## src/rtl/odu_chid_sched.sv

```systemverilog
// Round-robin channel-ID scheduler for the ODU checker bank.
// Presents one eligible channel ID at a time with a valid/ready handshake,
// holding it until accepted, and rotates fairly across all channels.
// Optional sticky error tracking is built when ODU_SCHED_ERR_STICKY_EN is defined.
module odu_chid_sched #(
  parameter int unsigned NUM_CH = 80,
  parameter int unsigned CHID_W = 7
) (
  input  logic              clk,
  input  logic              rst,
  input  logic [NUM_CH-1:0] i_enable_chid,
  input  logic [NUM_CH-1:0] i_req_chid,
  input  logic              i_ready,
  output logic              o_valid,
  output logic [CHID_W-1:0] o_chid,
  output logic [NUM_CH-1:0] o_ack_chid,
  input  logic [NUM_CH-1:0] i_error_chid,
  input  logic              i_err_clr,
  output logic [NUM_CH-1:0] o_err_sticky,
  output logic              o_err_any
);

  typedef enum logic {
    StIdle,
    StHold
  } state_e;

  state_e            state_q, state_d;
  logic [CHID_W-1:0] chid_q, chid_d;
  logic [CHID_W-1:0] last_q, last_d;

  logic [NUM_CH-1:0] elig;
  logic              xfer;
  logic [CHID_W-1:0] base;
  logic [CHID_W-1:0] start;
  logic [CHID_W-1:0] sel;
  logic              any_elig;
  logic [CHID_W-1:0] sel_lo, sel_hi, jj;
  logic              found_lo, found_hi;

  assign elig    = i_req_chid & i_enable_chid;
  assign o_valid = (state_q == StHold);
  assign o_chid  = chid_q;
  assign xfer    = o_valid & i_ready;

  // On a transfer the search restarts after the ID just accepted; that ID is
  // also last_grant from the next cycle, so both paths share one rule.
  assign base  = xfer ? chid_q : last_q;
  assign start = (base == CHID_W'(NUM_CH - 1)) ? '0 : base + 1'b1;

  // Round-robin pick: lowest eligible at or above start, else lowest overall (wrap).
  always_comb begin
    found_lo = 1'b0;
    found_hi = 1'b0;
    sel_lo   = '0;
    sel_hi   = '0;
    jj       = '0;
    for (int unsigned j = 0; j < NUM_CH; j++) begin
      jj = CHID_W'(j);
      if (elig[jj]) begin
        if (!found_lo) begin
          found_lo = 1'b1;
          sel_lo   = jj;
        end
        if (!found_hi && (jj >= start)) begin
          found_hi = 1'b1;
          sel_hi   = jj;
        end
      end
    end
    any_elig = found_lo;
    sel      = found_hi ? sel_hi : sel_lo;
  end

  // Next-state: load a new ID from IDLE or straight after a transfer; otherwise hold.
  always_comb begin
    state_d = state_q;
    chid_d  = chid_q;
    last_d  = last_q;
    case (state_q)
      StIdle: begin
        if (any_elig) begin
          state_d = StHold;
          chid_d  = sel;
        end
      end
      StHold: begin
        if (xfer) begin
          last_d = chid_q;
          if (any_elig) begin
            chid_d = sel;
          end else begin
            state_d = StIdle;
          end
        end
      end
      default: state_d = StIdle;
    endcase
  end

  // State registers; last grant resets to the top channel so the first search starts at 0.
  always_ff @(posedge clk) begin
    if (rst) begin
      state_q <= StIdle;
      chid_q  <= '0;
      last_q  <= CHID_W'(NUM_CH - 1);
    end else begin
      state_q <= state_d;
      chid_q  <= chid_d;
      last_q  <= last_d;
    end
  end

  // Acknowledge the requester whose ID is accepted this cycle.
  always_comb begin
    o_ack_chid = '0;
    if (xfer) begin
      o_ack_chid = NUM_CH'(1) << chid_q;
    end
  end

`ifdef ODU_SCHED_ERR_STICKY_EN
  logic [NUM_CH-1:0] sticky_q;
  logic              any_q;

  // Sticky errors: a new error on an enabled channel wins over a simultaneous clear.
  always_ff @(posedge clk) begin
    if (rst) begin
      sticky_q <= '0;
      any_q    <= 1'b0;
    end else begin
      sticky_q <= (sticky_q & ~{NUM_CH{i_err_clr}}) | (i_error_chid & i_enable_chid);
      any_q    <= |sticky_q;
    end
  end

  assign o_err_sticky = sticky_q;
  assign o_err_any    = any_q;
`else
  logic unused_err;
  assign unused_err   = ^{i_error_chid, i_err_clr};
  assign o_err_sticky = '0;
  assign o_err_any    = 1'b0;
`endif

endmodule

```

## config.mk

```make
export PLATFORM = sky130hd
export DESIGN_NAME = odu_chid_sched
export DESIGN_NICKNAME = d
export VERILOG_FILES = /design/src/rtl/odu_chid_sched.sv
export SDC_FILE = /design/constraint.sdc
export NUM_CORES = 1
export LEC_CHECK = 0
export CORE_AREA = 2 2 159 161
export CTS_CLUSTER_DIAMETER = 150
export DETAILED_ROUTE_END_ITERATION = 10
export DIE_AREA = 0 0 161 163
export MAX_ROUTING_LAYER = met4
export SETUP_SLACK_MARGIN = 0.15
export SLEW_MARGIN = 20
export SYNTH_ARGS = -nofsm -noshare
export SYNTH_HDL_FRONTEND = slang
export SYNTH_SLANG_ARGS = --single-unit
```

## constraint.sdc

```tcl
create_clock -name clk -period 7.03 [get_ports clk]
set_input_delay 2.109 -clock clk [delete_from_list [all_inputs] [get_ports clk]]
set_output_delay 2.109 -clock clk [all_outputs]
set_load 0.05 [all_outputs]
```

==> out/qor.yml, run 1 <==
io_pins: 413
critPathBufInv: 4
clock-skew-final_ns: 0.00544
hpwlAfterDp_mm: 31.0
synth_area_per_cell_um2: 6.29
cts-buffers-inserted: 3
synthSimpleGateAreaFrac_pct: 40.3
p_per_area_nw_per_um2: 146
grt_first_pass_wirelength_mm: 55.0
synth_fa_ha_area_share_pct: 0.525
die_area_um2: 26200
yosys_warnings: 0
drive_gt1_share_pct: 18.3
fmax_mhz: 151
chipHeight_um: 163
irDropWorstVdd_mv: 0.0657
die_w_um: 161
setup_viol: 0
synth_top_family_by_area: "compound AO/OA/AOI/OAI gates"
worst_pin_slew_ns: 0.914
numPlacedInstances: 1804
synth_top_area_share_pct: 8.92
synthMuxAreaShare_pct: 0.927
period_minus_slack_ns: 6.60
crit_required_ns: 7.12
synth_ff_type: "dfxtp_1"
crit_arrival_ns: 6.69
clock_sinks: 15
synth_top_cell_by_area: "buf_4"
numPortBuffers: 250
report.final.slew_viol_count: 0
drt-wirelength-per-cell_um: 20.4
synthCells: 1138
globalRoute.totalOverflow: 0
synth-seq-area-share_pct: 4.20
clkLatencyLatePin_ns: 0.25
cp-end-kind: "flip-flop"
antenna_found_initial: 0
cpPeakStageDelay_ns: 0.79
drc: 0
final_nets: 1726
ys_types: 107
antenna_cells: 0
hp-class: "flip-flop to flip-flop"
grt_max_degree: 21
cts-htree-levels: 1
critPathLaunchType: "input port"
slew_headroom_pct: 37.5
cts_tree: "yes"
period_share_pct: 93.9
grtUsageTotal_pct: 27.1
yosysMostFrequentCell: "nand2_1"
p_total_mw: 1.64
path_clk_slew_ns: 0.05
grt_pass1_vias: 9758
crit_fanout: 15
coreArea_um2: 24700
syn_area_um2: 7160
setup_tns_ns: 0
worstSetupPathType: "input port to flip-flop"
rsz0062_at_grt: "no"
drv_cap: 0
dr.pass1.iters: 6
via_count: 10500
crit_chain: "clkdlybuf4s50_1 > and2_1 > mux2i_1 > inv_1 > ha_1 > buf_12 > and3_1 > and4_1 > nor3_2 > o2111ai_2 > or4_1 > nand2_1 > nor3_4 > nand4_4 > buf_4 > nor2_1 > a2111oi_0 > a2111oi_2"
utilization_pct: 45.4
synth_edf_count: 0
hold_slack_ns: 0.617
crit_slowest_cell: "a2111oi_0"
yosys.area_share.xor_xnor_pct: 0.122
post_drt_via_cell_ratio: 5.80
wl_mm: 36.9
synthTopCellsByArea: "buf_4 (8.9%), nand2_1 (8.5%), nor2_1 (7.9%), a21oi_1 (5.3%), dfxtp_1 (4.2%)"
postCtsSetupRepairBufs: 0
layout.cells.non_filler: 1808
fillers: 2585
gp_congestion: 1.01
ys_seq_elements: 15
drt-initial-drc-count: 1226
yosys-top-cells-count: "nand2_1 (162), nor2_1 (151), buf_4 (85)"
synthArstFlopShare_pct: 0
clockBufferDepth: 2
rows: 58
leakage_nw: 4.35
postRouteAntennaNets: 0
start_util_pct: 29.0
synth-compound-area-share_pct: 41.4
area_growth_pct: 56.7
status: "finished clean"
hold_violations: 0
critPathTopFamily: "simple AND/OR/NAND/NOR gates"
clockRootBuffer: "clkbuf_16"
layer usage:
layer  GRT usage (%)  wire length [um]  up-vias
met1            35.4             15600     4975
met3            3.82              3210       51
met5               -                 0        -
li1                -                 -     4918
met4            6.66               832        0
met2            44.1             17300      542
final timing paths:
| check | from | endpoint | slack, ns | depth (start not counted) |
|---|---|---|---|---|
| max | i_ready | o_chid[0]$_SDFFE_PP0P_ | 0.43 | 18 |
| min | o_chid[6]$_SDFFE_PP0P_ | o_chid[6]$_SDFFE_PP0P_ | 0.62 | 2 |
| max reg2reg | o_valid$_SDFF_PP0_ | o_chid[0]$_SDFFE_PP0P_ | 1.97 | 17 |
| min reg2reg | o_chid[6]$_SDFFE_PP0P_ | o_chid[6]$_SDFFE_PP0P_ | 0.62 | 2 |
per-stage QoR:
step	area, um^2	setup WS (ns)
after floorplan	7460	1.10
after global placement	11100	0.215
after detailed placement	11100	0.119
after CTS	11200	0.304
after global routing	11200	0.154
final	11200	0.429
power breakdown:
group	total, mW	internal, mW	leakage, nW	switching (mW)
clock	0.116	0.0768	0.0371	0.0395
combinational	1.39	0.534	4.19	0.856
sequential	0.135	0.0972	0.124	0.0374
logic make-up (layout without fill, tap and decap cells):
family	Yosys count	count (layout)
xor gates and xnor gates	1	1
adders and majority gates	3	3
muxes	6	6
other	1	81
and+or+nand+nor	575	575
buffers and inverters	137	397
DFF	15	15
AOI/OAI and AO/OA	400	400
sequential cells by signal (all words and copies together), names as in the netlist:
name	count
o_valid	1
o_chid	7
last_q	7
final cells by class:
class	instances	area (um^2)	area share, %
clock inverter	1	7.51	0.0670
tap	330	413	3.68
inverter	12	45.0	0.402
sequential	15	300	2.68
clock buffer	3	75.1	0.670
timing repair buffer	381	4100	36.6
multi-input combinational	1066	6270	55.9
tightest hold or removal path: stages (launching register included):
cell,delay (ns)
dfxtp_1,0.41
nand2_1,0.10
a21oi_1,0.06
placed cells by master, fill, tap and decap left out, types with 23 or more instances in the layout:
| cell type | synthesis | routed |
|---|---|---|
| clkdlybuf4s50_1 | 0 | 171 |
| nand2_1 | 162 | 162 |
| nor2_1 | 151 | 151 |
| buf_4 | 85 | 145 |
| conb_1 | 1 | 81 |
| a21oi_1 | 76 | 76 |
| buf_12 | 0 | 65 |
| nand3_1 | 57 | 57 |
| o21ai_0 | 49 | 49 |
| and2_1 | 37 | 37 |
| nand4_1 | 31 | 31 |
| nor3_1 | 29 | 28 |
| a31oi_1 | 23 | 23 |
repair_timing:
action                     4_1_cts  5_1_grt
resized for setup                0        1
setup endpoints to repair        0       16
hold buffers                     0        0
Note: power is estimated with default switching activity, not from simulation.
==> run 2: changes to the inputs <==
- CTS_CLUSTER_SIZE: unset -> 8
- PLACE_DENSITY_LB_ADDON: unset -> 0.2
==> out/qor.yml, run 2 (synthesis results as in run 1) <==
rsz0062_at_grt: "yes"
period_share_pct: 94.5
crit_fanout: 8
drc: 0
clockBufferDepth: 2
final_nets: 1651
hpwlAfterDp_mm: 30.5
cts_hold_buf: 0
grtUsageTotal_pct: 26.6
fmax_mhz: 150
postCtsSetupRepairBufs: 0
chipHeight_um: 163
period_minus_slack_ns: 6.64
switching_share_pct: 59.5
leakage_nw: 4.00
io_pins: 413
setup_tns_ns: 0
place_area_um2: 10500
hp-class: "flip-flop to flip-flop"
grt_max_degree: 21
die_area_um2: 26200
path_clk_slew_ns: 0.05
place_ws_ns: -0.128
p_per_area_nw_per_um2: 143
wl_mm: 36.2
drive_gt1_share_pct: 14.3
start_util_pct: 29.0
cts_tree: "yes"
clockRootBuffer: "clkbuf_16"
via_count: 10200
crit_arrival_ns: 6.79
status: "finished clean"
clkLatencyLatePin_ns: 0.25
grt_pass1_vias: 9253
utilization_pct: 43.2
clock-skew-final_ns: 0.00836
die_w_um: 161
p_int_mw: 0.619
clockPowerShare_pct: 7.4
clock_sinks: 15
drt-wirelength-per-cell_um: 20.9
use_met1_pct: 35.2
power_frac_seq_pct: 8.9
postLayoutCellArea_um2: 10700
antenna_cells: 0
gp_congestion: 1.03
post_drt_via_cell_ratio: 5.91
switching_power_mw: 0.908
crit_required_ns: 7.18
slew_headroom_pct: 42.5
drt-initial-drc-count: 1095
dr.pass1.iters: 6
report.final.slew_viol_count: 0
cts-htree-levels: 1
setup_ws_ns: 0.385
cp-end-kind: "flip-flop"
coreArea_um2: 24700
cts-buffers-inserted: 3
hold_slack_ns: 0.552
drv_cap: 0
grt_first_pass_wirelength_mm: 53.9
critPathLaunchType: "input port"
grtUsageMet2_pct: 43.7
postRouteAntennaNets: 0
area_growth_pct: 48.9
hold_violations: 0
mostFrequentLayoutCells: "clkdlybuf4s50_1 (170), nand2_1 (162), nor2_1 (151)"
busiest_layer: "met2"
comb_power_share_pct: 83.7
layout.cells.non_filler: 1733
worst_pin_slew_ns: 0.863
antenna_found_initial: 0
setup_viol: 0
rows: 58
grt_use_met3_pct: 3.49
irDropWorstVdd_mv: 0.0988
numPortBuffers: 250
layout_commonest_cell: "clkdlybuf4s50_1"
numPlacedInstances: 1729
worstSetupPathType: "input port to flip-flop"
p_total_mw: 1.53
globalRoute.totalOverflow: 0
[run 2: cell types whose count changed in the layout (fill, tap and decap cells not counted)]
cell and change:
buf_4 -73, nand3_1 -2, nand3_2 +2, a2111oi_0 -1, a2111oi_2 +1, a311o_1 -1, a311o_2 +1, buf_12 -1
clkdlybuf4s50_1 -1, o31ai_1 -1, o31ai_2 +1
[run 2: timing repair]
action	4_1_cts	5_1_grt
pin swaps	0	0
setup endpoints to repair	1	13
resized for setup	1	6
[run 2: worst paths after layout]
kind                     startpoint                endpoint  slack (ns)  cells after the start
max                         i_ready  o_chid[5]$_SDFFE_PP0P_        0.39                     15
min          last_q[1]$_SDFFE_PP1P_  last_q[1]$_SDFFE_PP1P_        0.55                      2
max reg2reg      o_valid$_SDFF_PP0_  o_chid[5]$_SDFFE_PP0P_        1.94                     14
min reg2reg  last_q[1]$_SDFFE_PP1P_  last_q[1]$_SDFFE_PP1P_        0.55                      2
[run 2: layout make-up]
type	count	area, um^2
fill	2607	14000
clock inverter	1	7.51
inverter	12	45.0
multi-input combinational	1066	6290
clock buffer	3	75.1
timing repair buffer	306	3520
sequential	15	300
tap	330	413
[run 2: worst max-delay path, cell delays in order]
cell             delay (ns)
clkdlybuf4s50_1        0.56
and2_1                 0.19
mux2i_1                0.31
inv_1                  0.11
ha_1                   0.34
and3_1                 0.23
o32a_1                 0.45
a21oi_1                0.73
o21ai_1                0.22
a32oi_2                0.29
and3_1                 0.20
nand4_1                0.25
o31ai_1                0.39
a31oi_1                0.14
a311oi_1               0.27
[run 2: power groups by stage]
stage,clock network [mW],logic [mW],registers (mW)
floorplan,0,0.778,0.137
global placement,0,1.24,0.136
detailed placement,0,1.23,0.137
CTS,0.114,1.24,0.135
global route,0.119,1.35,0.139
finish,0.113,1.28,0.136
[run 2: per-layer routing]
metal | vias up | wire, um
li1 | 4780 | -
met1 | 4847 | 15000
met2 | 561 | 17100
met3 | 53 | 3260
met4 | 0 | 803
met5 | - | 0
==> run 3: changes to the inputs <==
- ABC_CLOCK_PERIOD_IN_PS: unset -> 7030
==> results of run 3 <==
Same layout as run 2: the final DEF is identical, and so are final timing and power.
